### src/rtl/smart_led_frame_select.sv
// Smart-LED chain frame selector: counts decoded bits into frames, claims free
// frames for local LED channels and marks them taken before forwarding them downstream.
module smart_led_frame_select #(
    parameter int FRAME_BITS = 32,
    parameter int NUM_CH     = 2,
    localparam int CW        = $clog2(NUM_CH + 1)
) (
    input  logic                  clk,
    input  logic                  rst_n,
    input  logic                  in_data,
    input  logic                  in_clk,
    input  logic                  in_sync,
    input  logic [CW-1:0]         ch_count,
    output logic                  out_data,
    output logic                  out_clk,
    output logic [FRAME_BITS-3:0] frame_data,
    output logic [CW-1:0]         frame_ch,
    output logic                  frame_valid,
    output logic                  done,
    output logic                  error,
    output logic [1:0]            state
);

    localparam int PW = FRAME_BITS - 2;
    localparam int BW = $clog2(FRAME_BITS);

    typedef enum logic [1:0] {
        S_IDLE  = 2'd0,
        S_CLAIM = 2'd1,
        S_PASS  = 2'd2,
        S_ERR   = 2'd3
    } state_t;

    state_t          state_q;
    logic [BW-1:0]   bit_cnt;
    logic            par;
    logic [CW-1:0]   ch;
    logic [CW-1:0]   n_req;
    logic [PW-1:0]   payload_sr;
    logic            first_bit;
    logic            last_bit;
    logic            inv;

    // A request of zero still claims one frame; larger requests saturate at NUM_CH.
    function automatic logic [CW-1:0] clamp_ch(input logic [CW-1:0] c);
        if (c == '0)
            return CW'(1);
        if (int'(c) > NUM_CH)
            return CW'(NUM_CH);
        return c;
    endfunction

    assign first_bit = (bit_cnt == '0);
    assign last_bit  = (bit_cnt == BW'(FRAME_BITS - 1));

    // Clearing the free flag and flipping parity together keeps the frame's even parity intact.
    assign inv = (first_bit && in_data && (state_q == S_IDLE || state_q == S_CLAIM))
              || (last_bit && state_q == S_CLAIM);

    assign state = state_q;

    always_ff @(posedge clk) begin
        if (!rst_n) begin
            state_q     <= S_IDLE;
            bit_cnt     <= '0;
            par         <= 1'b0;
            ch          <= '0;
            n_req       <= '0;
            out_data    <= 1'b0;
            out_clk     <= 1'b0;
            frame_data  <= '0;
            frame_ch    <= '0;
            frame_valid <= 1'b0;
            done        <= 1'b0;
            error       <= 1'b0;
        end else if (!in_sync) begin
            state_q     <= S_IDLE;
            bit_cnt     <= '0;
            par         <= 1'b0;
            ch          <= '0;
            done        <= 1'b0;
            error       <= 1'b0;
            frame_valid <= 1'b0;
            out_data    <= in_data;
            out_clk     <= in_clk;
        end else if (!in_clk) begin
            out_clk     <= 1'b0;
            frame_valid <= 1'b0;
        end else begin
            frame_valid <= 1'b0;
            out_clk     <= ~error;
            out_data    <= in_data ^ inv;
            bit_cnt     <= last_bit ? '0 : bit_cnt + BW'(1);

            if (first_bit)
                par <= in_data;
            else if (!last_bit)
                par <= par ^ in_data;

            if (!first_bit && !last_bit)
                payload_sr <= {payload_sr[PW-2:0], in_data};

            // A parity failure overrides any frame completion on the same bit.
            if (last_bit && (par != in_data)) begin
                error   <= 1'b1;
                state_q <= S_ERR;
            end else begin
                case (state_q)
                    S_IDLE: begin
                        if (first_bit && in_data) begin
                            n_req   <= clamp_ch(ch_count);
                            ch      <= '0;
                            state_q <= S_CLAIM;
                        end
                    end
                    S_CLAIM: begin
                        if (first_bit && !in_data) begin
                            error   <= 1'b1;
                            state_q <= S_ERR;
                        end else if (last_bit) begin
                            frame_data  <= payload_sr;
                            frame_ch    <= ch;
                            frame_valid <= 1'b1;
                            ch          <= ch + CW'(1);
                            if (ch + CW'(1) == n_req) begin
                                state_q <= S_PASS;
                                done    <= 1'b1;
                            end
                        end
                    end
                    default: ;
                endcase
            end
        end
    end

endmodule

### config.mk
export PLATFORM = sky130hd
export DESIGN_NAME = smart_led_frame_select
export DESIGN_NICKNAME = d
export VERILOG_FILES = /design/src/rtl/smart_led_frame_select.sv
export SDC_FILE = /design/constraint.sdc
export NUM_CORES = 1
export LEC_CHECK = 0
export ABC_AREA = 1
export CAP_MARGIN = 20
export CORE_MARGIN = 1
export CORE_UTILIZATION = 30
export DETAILED_ROUTE_END_ITERATION = 8
export PLACE_DENSITY_LB_ADDON = 0.3
export REMOVE_ABC_BUFFERS = 1
export SYNTH_ARGS = -nofsm -noshare
export SYNTH_HDL_FRONTEND = slang
export SYNTH_SLANG_ARGS = --single-unit
### constraint.sdc
create_clock -name clk -period 7.4 [get_ports clk]
set_input_delay 1.11 -clock clk [delete_from_list [all_inputs] [get_ports clk]]
set_output_delay 1.11 -clock clk [all_outputs]
set_load 0.01 [all_outputs]
Word level (Yosys, flattened, before mapping):

Cells that the tools add are included.

* logic and storage cells: 105
* register bits after elaboration: 79
* output and inout port bits: 39
* bits of input ports: 7

* bitwise logic cells: 9
* add/sub/neg operators: 2
* equality and inequality tests: 12
* multiplexer cells: 40
* reduce and logical (&&, ||, !) cells: 28
* magnitude comparators: 1

Operators with widths (number)
* $mux 1: 25
* $mux 2: 12
* $reduce_and 6->1: 3
* $reduce_and 5->1: 2
* $ne 2x2->1 const B: 4
* $pmux 2 s2: 2
* $not 1->1: 7
* $logic_and 1x1->1: 6
* $reduce_bool 2->1: 3
* $reduce_or 6->1: 1
* $add 5x1->5 const B: 1
* $eq 5x5->1 const B: 1
* $logic_not 5->1: 1
* $mux 5: 1
* $logic_not 2->1: 2
* $ne 4x1->1 const B: 1
* $ne 4x2->1 const B: 1
* $reduce_and 2->1: 2
* $reduce_and 4->1: 1
* $logic_not 1->1: 3
* $ne 3x1->1 const B: 1
* $reduce_and 3->1: 1
* $reduce_bool 3->1: 1
* $add 2x1->2 const B: 1
* other kinds (7): 9

Longest topological paths before layout:

Gate-level depths: netlist of run 1.

* word-level depth: 17
* mapped depth: 12

Worst setup path after synthesis of run 1:

No wires, ideal clock.

* path kind: input to register
* start: input port in_clk
* end: register payload_sr[0], enable pin
* setup time: 0.580 ns
* arrival time: 6.317 ns
* stages: 3
* path slack: 0.504 ns
* cell sequence: buf_2 clkinv_1 a2111oi_0

* longest elaborated chain between the ends: 1

RTL lines
* start: declaration: line 11 `input logic in_clk,`
* $reduce_and 4->1 (no line)
* end signal: assignment: line 101 `payload_sr <= {payload_sr[PW-2:0], in_data};`
* end: declaration: line 39 `logic [PW-1:0] payload_sr;`

No other way between the ends.
A chain may end at the register's enable or synchronous reset.

Final worst setup path of run 1:

* start: input port in_sync
* end: register payload_sr[1], enable pin

* longest elaborated chain between the ends: 1

RTL lines
* start: declaration: line 12 `input logic in_sync,`
* $reduce_and 4->1 (no line)

No other way between the ends.

==> summary.txt, run 1 <==
Run status
  • Run status: finished clean

Power and ir drop
  • Max IR drop VDD: about 0.00011 V
  • Total power per unit cell area: roughly 220 mW/mm2
  • LEAKAGE: between 1 and 1.5 nW

Finish
  • Antenna diode count: 0
  • Final instance area: 0.00380 mm2
  • Final layout net count: 366
  • Fill count: 1004
  • Layout-stage area growth over the synthesis result: 25.4%
  • Fraction of layout cells with a size suffix above 1: between 6 and 7%

Critical path
  • Kind of critical path: primary input to register
  • Critical-path cell list: clkdlybuf4s50_1, buf_4, nand2_1, a2111oi_2, buf_4
  • Endpoint required time on the critical path: ~7.4 ns
  • Top cell by count, worst path: buf_4
  • Maximum single-stage delay on the critical path: 0.46 ns
  • Launching element type of the critical path: primary input
  • Data arrival at the endpoint of the critical path: 3.05 ns
  • Maximum fanout along the worst path: 39
  • Depth of the most critical reg-to-reg path: 9
  • Cell with the largest stage delay on the worst path: clkdlybuf4s50_1
  • Kind of end point of the critical path: register

Timing
  • Final critical path time including I/O delays and setup: 3.04 ns
  • Number of endpoints failing setup at the final stage: 0
  • Post-route clock skew: 0.0108 ns
  • Final worst slack: 4.36 ns
  • Unrepaired setup endpoints after global routing: false
  • Worst slew margin: 67.2%
  • Total negative slack for setup checks: 0 ns
  • Count of final max-slew check failures: 0
  • Ratio of final minimum period to clock period: around two fifths
  • Number of hold violations in the final report: 0
  • FMAX: 0.328 GHz
  • Actual transition at the worst max-transition pin: 0.493 ns

Floorplan
  • Placeable Area: 0.00977 mm2
  • Die extent in x: 102 um
  • Ports placed on the boundary: 46
  • Number of placement rows: 36
  • Total die area: roughly 0.011 mm2
  • Starting density of the core: 31.0%
  • Die height: slightly above 100 um

Routing
  • First drt pass iteration count: 6
  • Aggregate routed wire length: 6230 um
  • Post-route DRC: 0
  • Number of nets with antenna violations after routing: 0
  • Via density: 4.50
  • Post-detailed-route wirelength per cell: between 10 and 15 um
  • Number of vias after detailed routing: 2220
  • Starting DRT DRC Count: 79

Place
  • Placed inst area: 0.00356 mm2
  • Half-perimeter wire length after placement: between 3000 and 4000 um
  • DP Worst Slack: 3.97 ns
  • Number of buffers added on ports: 44
  • Final GP Congestion: roughly 0.83

Synth
  • Average cell area after synthesis: roughly 9.7 um2
  • Number of flops mapped to enable cells by yosys: 30
  • Number of warnings issued by yosys: 0
  • Unique cell type count in the Yosys netlist: 27
  • Fraction of synthesis flops using an asynchronous set or reset pin: 0%
  • Syn Inst Count: 311
  • Dominant synthesized flop cell: dfxtp_1
  • Sequential cell area fraction in the yosys report: between 60% and 70%
  • Synth area leaders: dfxtp_1 (32%), edfxtp_1 (30%), nand2_1 (8.7%), a21oi_1 (6.8%), nand3_1 (6.3%)
  • Largest area contributor in the netlist: dfxtp_1
  • Top cell type's share of synthesized area: 32.4%
  • Mapped Area: 0.00303 mm2
  • Flip-flop and latch count after synthesis: 79

Min path
  • Hold path cells: 0
  • Hold/Removal Path Class: register to register

Clock tree
  • Number of hold buffers added after CTS: 0
  • TritonCTS clock tree: done
  • Clock insertion delay at the later pin of the skew report: about 0.35 ns
  • Post-CTS Setup Repair Bufs: 0
  • Sinks on Clock Net: 79
  • Number of buffers added by the clock tree synthesis step: 9
  • Clk root buf: clkbuf_8
  • Number of gates resized after cts: 0
  • Maximum number of buffers from clock root to sink: 2
  • Clock transition time at the flip-flop clock pins of the worst setup and hold paths: 0.08 ns
  • Depth of the CTS H-tree: 3

GRT
  • First-pass GRT wire length: between 10000 and 15000 um
  • Global-route usage over all layers: 12.8%
  • Total congestion overflow: 0
  • Number of antenna violations at the first check in global routing: 0
  • Maximum number of pins on one net before global-route repair: 40
  • Via count of the first global-routing pass: 2133

Flow run
  • Max-cap violations: 0
## critical path, delay by kind of cell
| kind | cells | cell delay (ns) |
|---|---|---|
| simple gates | 1 | 0.30 |
| compound gates | 1 | 0.33 |
| buf+inv | 3 | 1.27 |
## layout make-up
| class | count | area, um2 | share of cell area (%) |
|---|---|---|---|
| Sequential cell | 79 | 1880 | 49.5 |
| Multi-Input combinational cell | 198 | 980 | 25.8 |
| Timing Repair Buffer | 47 | 475 | 12.5 |
| Tap cell | 133 | 166 | 4.38 |
| Clock buffer | 10 | 128 | 3.36 |
| Clock inverter | 6 | 93.8 | 2.47 |
| Inverter | 20 | 75.1 | 1.98 |
## metrics by stage
step	cells	utilization, %	hold slack (ns)	power (mW)
floorplan	297	-	0.427	0.484
global placement	476	36.4	0.432	0.500
detailed placement	476	36.4	0.437	0.501
CTS	492	38.7	0.448	0.853
global route	493	38.9	0.462	0.875
finish	493	38.9	0.449	0.842
## registers in the layout, summed over array words and instances (netlist names)
| register | cells |
|---|---|
| par | 1 |
| error | 1 |
| done | 1 |
| ch | 2 |
| frame_ch | 2 |
| n_req | 2 |
| payload_sr | 30 |
| bit_cnt | 5 |
| frame_data | 30 |
| out_data | 1 |
| frame_valid | 1 |
| state | 2 |
| out_clk | 1 |
## metal layers
metal	track usage [%]	up-vias	wire, um
met1	16.5	1010	3050
met3	4.86	13	298
met2	19.7	56	2780
met5	0	-	0
met4	3.96	0	91
li1	-	1141	-
## report_power, final
part / internal [mW] / leakage, nW / switching (mW)
clock network: 0.192 / 0.107 / 0.158
registers: 0.453 / 0.667 / 0.00292
logic: 0.0117 / 0.550 / 0.0236
## layout by cell type (no fill, tap or decap), drive strengths merged, types with 2 or more instances in the layout
cell type / n
a21oi: 41
buf: 3
bufinv: 2
clkbuf: 10
clkdlybuf4s50: 44
clkinv: 4
dfxtp: 49
edfxtp: 30
ha: 4
inv: 19
nand2: 72
nand3: 40
nand4: 3
nor2: 19
nor3: 3
o21ai: 9
xor2: 2
## synthesized netlist by cell type (2+ instances only)
library cell and n:
buf_6 6, clkinv_1 2, nand3_1 38, nand2_1 70, clkbuf_1 7, edfxtp_1 30
dfxtp_1 49, nor2_1 18, inv_1 17, xor2_1 2, a21oi_1 41, nand4_1 3
o21ai_0 9, ha_1 4, nor3_1 3
## final timing paths
kind	startpoint	to	slack, ns
worst max-delay path	in_sync	payload_sr[1]	4.36
worst min-delay path	payload_sr[8]	payload_sr[9]	0.45
worst max register to register	bit_cnt[0]	frame_data[17]	4.97
worst min register to register	payload_sr[8]	payload_sr[9]	0.45
## kinds of logic (layout without fill, tap and decap cells)
group,count (synthesis),in the layout,share of synthesized area [%]
compound gates,54,54,9.25
fa+ha+maj,4,4,1.65
flops,79,79,62.1
buf+inv,34,83,5.74
xor+xnor,2,2,0.578
simple gates,138,138,20.7
No activity file was read; power rests on OpenSTA's default activity.
==> run 2: changes to the inputs <==
==> constraint.sdc (replaced) <==
create_clock -name clk -period 2.5 [get_ports clk]
set_input_delay 0.375 -clock clk [delete_from_list [all_inputs] [get_ports clk]]
set_output_delay 0.375 -clock clk [all_outputs]
set_load 0.01 [all_outputs]
==> run 2 against run 1 <==
- register-to-register slack lost 4.6 ns
- hold slack better by 0.0043 ns
- clock power grew to 2.5 times the previous value
- largest cell class unchanged
- final cell count rose by 0.81%
- sequential share of layout area decreased by 0.13 points
- cell area increased by 0.26%
- critical path depth rose by 4
- core utilization rose by 0.10 points
- sequential power grew to 3.0 times the previous value
- die area did not move
- first-iteration DRC count increased by 35%
- critical endpoint is now frame_data[14]
- highest routed layer unchanged
==> summary.txt, run 2 (synthesis results as in run 1) <==
Run status
  • Run status: finished clean

Timing
  • FMAX: around 0.47 GHz
  • Unrepaired setup endpoints after global routing: false
  • Final worst slack: 0.376 ns
  • Worst slew margin: approximately 69%
  • Ratio of final minimum period to clock period: roughly 85%
  • Final worst hold slack: 0.453 ns
  • Actual transition at the worst max-transition pin: 0.464 ns
  • Number of hold violations in the final report: 0
  • Number of endpoints failing setup at the final stage: 0
  • Post-route clock skew: 0.00782 ns
  • Final critical path time including I/O delays and setup: 2.12 ns
  • Count of final max-slew check failures: 0

Critical path
  • Data arrival at the endpoint of the critical path: 2.35 ns
  • Reg-to-reg critical path startpoint: bit_cnt[0]
  • End of the worst register-to-register path: frame_data[14]
  • Launching element type of the critical path: register
  • Depth of the most critical reg-to-reg path: 9
  • Slack of the worst reg-to-reg path: 0.38 ns
  • Maximum fanout along the worst path: 32
  • Kind of end point of the critical path: register
  • Endpoint required time on the critical path: 2.73 ns
  • Kind of critical path: register to register

Power and ir drop
  • LEAKAGE: 1.33 nW
  • Max IR drop VDD: 0.000223 V
  • Total power per unit cell area: 618 mW/mm2
  • Total power draw: 2.35 mW

Clock tree
  • Post-CTS Setup Repair Bufs: 0
  • Sinks on Clock Net: 79
  • Number of hold buffers added after CTS: 0
  • TritonCTS clock tree: done
  • Clock insertion delay at the later pin of the skew report: around 0.35 ns
  • Clk root buf: clkbuf_8
  • Number of gates resized after cts: 0
  • Depth of the CTS H-tree: 3
  • Clock transition time at the flip-flop clock pins of the worst setup and hold paths: approximately 0.09 ns
  • Number of buffers added by the clock tree synthesis step: 9
  • Maximum number of buffers from clock root to sink: 2

Place
  • Final GP Congestion: 0.824
  • Cell count after placement: 481
  • Number of buffers added on ports: 44
  • Half-perimeter wire length after placement: just over 4000 um
  • DP Worst Slack: approximately 0.17 ns

GRT
  • Via count of the first global-routing pass: ~2200
  • First-pass GRT wire length: 10700 um
  • Number of antenna violations at the first check in global routing: 0
  • Maximum number of pins on one net before global-route repair: 39
  • Global-route usage over all layers: 13.5%
  • Total congestion overflow: 0

Routing
  • Via density: approximately 4.6
  • Starting DRT DRC Count: approximately 110
  • First drt pass iteration count: 4
  • Number of vias after detailed routing: ~2300
  • Number of nets with antenna violations after routing: 0
  • Post-route DRC: 0
  • Aggregate routed wire length: 6340 um
  • Post-detailed-route wirelength per cell: roughly 13 um

Floorplan
  • Total die area: 0.0105 mm2
  • Starting density of the core: 31.0%
  • Die extent in x: 102 um
  • Ports placed on the boundary: 46
  • Number of placement rows: 36
  • Placeable Area: 0.00977 mm2
  • Die height: just over 100 um

Finish
  • Core Util, Final: between 30 and 40%
  • Area of all sequential standard cells: 0.00188 mm2
  • Fraction of layout cells with a size suffix above 1: about 8%
  • Antenna diode count: 0
  • Cell Count, Final, Fillers Out: 497
  • Largest registers: frame_data (30), payload_sr (30), bit_cnt (5)
  • Most frequent cells in the layout: nand2_1 (70), dfxtp_1 (49), clkdlybuf4s50_1 (44), a21oi_1 (41), nand3_1 (38)
  • Final layout net count: 370
  • Layout-stage area growth over the synthesis result: 25.8%
  • Fill count: 1012
  • Most frequent standard cell in the layout excluding fill and tap cells: nand2_1
  • Area of the multi-input gates: about 980 um2

Min path
  • Hold path cells: 0
  • Worst Hold Path EP: payload_sr[7]
  • Worst hold path startpoint: payload_sr[6]
  • Hold/Removal Path Class: register to register

Flow run
  • Max-cap violations: 0
run 2: cell types whose count changed in the layout (fill, tap and decap cells not counted), sizes merged:
cell | previous run | this run
bufinv | 2 | 0
inv | 19 | 21
buf | 3 | 7
run 2: layout make-up:
type / instances / area share (%)
multi-input combinational: 198 / 25.7
inverter: 20 / 1.97
clock inverter: 6 / 1.35
tap: 133 / 4.37
clock buffer: 10 / 3.61
sequential: 79 / 49.4
timing repair buffer: 51 / 13.6
run 2: how the worst max path moves through the flow:
stage,startpoint,end,cells after the start
after floorplan,bit_cnt[0],payload_sr[0],5
after global placement,in_sync,payload_sr[10],4
after detailed placement,in_sync,payload_sr[11],4
after CTS,bit_cnt[0],frame_ch[1],9
after global routing,bit_cnt[0],frame_data[2],9
final,bit_cnt[0],frame_data[14],9
run 2: critical path, cell delays in order (launching register included):
cell and delay [ns]:
dfxtp_1 0.36, ha_1 0.19, nand2_1 0.07, nor2_1 0.21, ha_1 0.27, nand2_1 0.19, nor2_8 0.25, nand2_4 0.24
nand2_1 0.15, a21oi_1 0.07
run 2: metal layers:
metal  global-route usage (%)  share of wire (%)  vias up
li1                         -                  -     1149
met1                     17.0                 48     1069
met2                     21.3                 46       60
met3                     4.92                5.3        4
met4                     4.51               0.60        0
met5                        0                  0        -
run 2: power breakdown:
part / leakage, nW / switching, mW / internal [mW]
Sequential: 0.667 / 0.00837 / 1.34
Clock: 0.0939 / 0.493 / 0.402
Combinational: 0.571 / 0.0714 / 0.0367
run 2: per-stage QoR:
stage | TNS (ns) | instance area (um2)
after floorplan | -106.06 | 2930
after global placement | 0 | 3620
after detailed placement | 0 | 3620
after CTS | 0 | 3810
after global routing | 0 | 3810
final | 0 | 3810
==> run 3: changes to the inputs <==
==> constraint.sdc (replaced) <==
create_clock -name clk -period 2.01 [get_ports clk]
set_input_delay 0.3015 -clock clk [delete_from_list [all_inputs] [get_ports clk]]
set_output_delay 0.3015 -clock clk [all_outputs]
set_load 0.01 [all_outputs]
==> run 3 against run 2 <==
- first-iteration DRC count rose by 26%
- critical endpoint is now frame_data[20]
- sequential power rose by 24%
- final cell count rose by 2.4%
- largest power group unchanged
- highest routed layer unchanged
- sequential share of layout area fell by 1.9 points
- cell area rose by 4.1%
- critical path type unchanged
==> summary.txt, run 3 (synthesis results as in run 1) <==
Finish
  • Antenna diode count: 0
  • Fill count: 966
  • Layout-stage area growth over the synthesis result: 30.9%
  • Final layout net count: 382
  • Largest registers: frame_data (30), payload_sr (30), bit_cnt (5)
  • Most frequent standard cell in the layout excluding fill and tap cells: nand2_1
  • Most frequent cells in the layout: nand2_1 (69), dfxtp_1 (49), clkdlybuf4s50_1 (44), a21oi_1 (41), nand3_1 (38)
  • Fraction of layout cells with a size suffix above 1: roughly an eighth
  • Core Util, Final: about two fifths

Routing
  • First drt pass iteration count: 4
  • Number of nets with antenna violations after routing: 0
  • Post-route DRC: 0
  • Aggregate routed wire length: 6270 um
  • Starting DRT DRC Count: 135
  • Post-detailed-route wirelength per cell: 12.3 um
  • Via density: 4.52
  • Routed wire length on met2: 2950 um
  • Met1 WL: 2980 um
  • Highest routing layer actually used: met4
  • Number of vias after detailed routing: approximately 2300
  • Amount of wire on met3 after detailed routing: 282 um

Clock tree
  • TritonCTS clock tree: done
  • Depth of the CTS H-tree: 3
  • Clock insertion delay at the later pin of the skew report: around 0.34 ns
  • Clk root buf: clkbuf_8
  • Number of hold buffers added after CTS: 0
  • Maximum number of buffers from clock root to sink: 2
  • Clock transition time at the flip-flop clock pins of the worst setup and hold paths: 0.08 ns
  • Number of buffers added by the clock tree synthesis step: 9
  • Sinks on Clock Net: 79

Floorplan
  • Die height: between 100 and 150 um
  • Total die area: 0.0105 mm2
  • Number of placement rows: 36
  • Starting density of the core: between 30% and 40%
  • Die extent in x: 102 um
  • Ports placed on the boundary: 46
  • Placeable Area: 0.00977 mm2

GRT
  • Global-route usage over all layers: 12.5%
  • Maximum number of pins on one net before global-route repair: 33
  • Via count of the first global-routing pass: 2162
  • First-pass GRT wire length: 9960 um
  • Number of antenna violations at the first check in global routing: 0
  • Total congestion overflow: 0

Flow run
  • Max-cap violations: 0

Timing
  • Actual transition at the worst max-transition pin: around 0.47 ns
  • Final worst hold slack: 0.455 ns
  • Final critical path time including I/O delays and setup: 1.86 ns
  • FMAX: 0.539 GHz
  • Number of endpoints failing setup at the final stage: 0
  • Number of hold violations in the final report: 0
  • Count of final max-slew check failures: 0
  • Unrepaired setup endpoints after global routing: false
  • Worst slew margin: 68.3%
  • Ratio of final minimum period to clock period: 92.4%
  • Total negative slack for setup checks: 0 ns
  • Post-route clock skew: 0.00712 ns
  • Final worst slack: ~0.15 ns

Place
  • Half-perimeter wire length after placement: 4180 um
  • DP Worst Slack: -0.0298 ns
  • Number of buffers added on ports: 44
  • Final GP Congestion: between 0.8 and 0.9

Power and ir drop
  • Max IR drop VDD: 0.000306 V
  • Total power draw: between 3 and 4 mW
  • Total power per unit cell area: 784 mW/mm2
  • LEAKAGE: 1.40 nW

Min path
  • Hold path cells: 0
  • Hold/Removal Path Class: register to register

Critical path
  • Endpoint required time on the critical path: 2.23 ns
  • Launching element type of the critical path: register
  • Depth of the most critical reg-to-reg path: 11
  • Data arrival at the endpoint of the critical path: 2.08 ns
  • Kind of critical path: register to register
  • Kind of end point of the critical path: register
  • Maximum fanout along the worst path: 16

Run status
  • Run status: finished clean
## run 3: cell count changes in the layout (fill, tap and decap cells not counted)
cell,change
inv_6,-2
nor2_4,+1
nand2_8,+1
clkbuf_8,-1
bufinv_16,+2
clkbuf_1,+1
buf_6,+2
nor2_1,-1
buf_4,+9
ha_2,+1
nand2_1,-1
ha_1,-1
nand2_2,+1
## run 3: final cells by class
type                    count  area (um2)  area share [%]
clock inverters             6        93.8            2.37
inverters                  20        75.1            1.89
well taps                 133         166            4.20
clock buffers              10         128            3.22
flip-flops and latches     79        1880            47.5
repair buffers             62         608            15.3
multi-input cells         199        1010            25.5
## run 3: power by group
part | internal, mW | switching [mW] | total [mW]
logic | 0.0533 | 0.0896 | 0.143
registers | 1.67 | 0.0104 | 1.68
clock network | 0.708 | 0.577 | 1.29
total | 2.43 | 0.677 | 3.11
## run 3: per-layer routing
layer  up-vias  global-route usage [%]
li1       1175                       -
met1      1064                    15.7
met2        54                    19.8
met3         6                    4.51
met4         0                    4.18
met5         -                       0
## run 3: path summary, 6_finish.rpt
check	start	endpoint	slack, ns
worst max-delay path	bit_cnt[0]	frame_data[20]	0.15
worst min-delay path	payload_sr[8]	payload_sr[9]	0.46
worst max register to register	bit_cnt[0]	frame_data[20]	0.15
worst min register to register	payload_sr[8]	payload_sr[9]	0.46
## run 3: timing repair
item / in CTS / in global routing
buffers inserted: 0 / 3
resized for setup: 0 / 7
endpoints found under the setup margin: 0 / 37
## run 3: per-stage QoR
step,std cells,instance area (um2)
finish,509,3970
global route,509,3970
CTS,505,3900
detailed placement,489,3680
global placement,489,3680
floorplan,297,2930
## run 3: worst max-delay path: stages (launching register included)
cell and delay (ns):
dfxtp_1 0.33, ha_1 0.21, nand2_1 0.14, nor2_4 0.06
ha_2 0.18, nand3_2 0.10, nand3_4 0.11, nor2_8 0.19
buf_4 0.16, nand2_8 0.09, nand2_1 0.10, a21oi_1 0.06
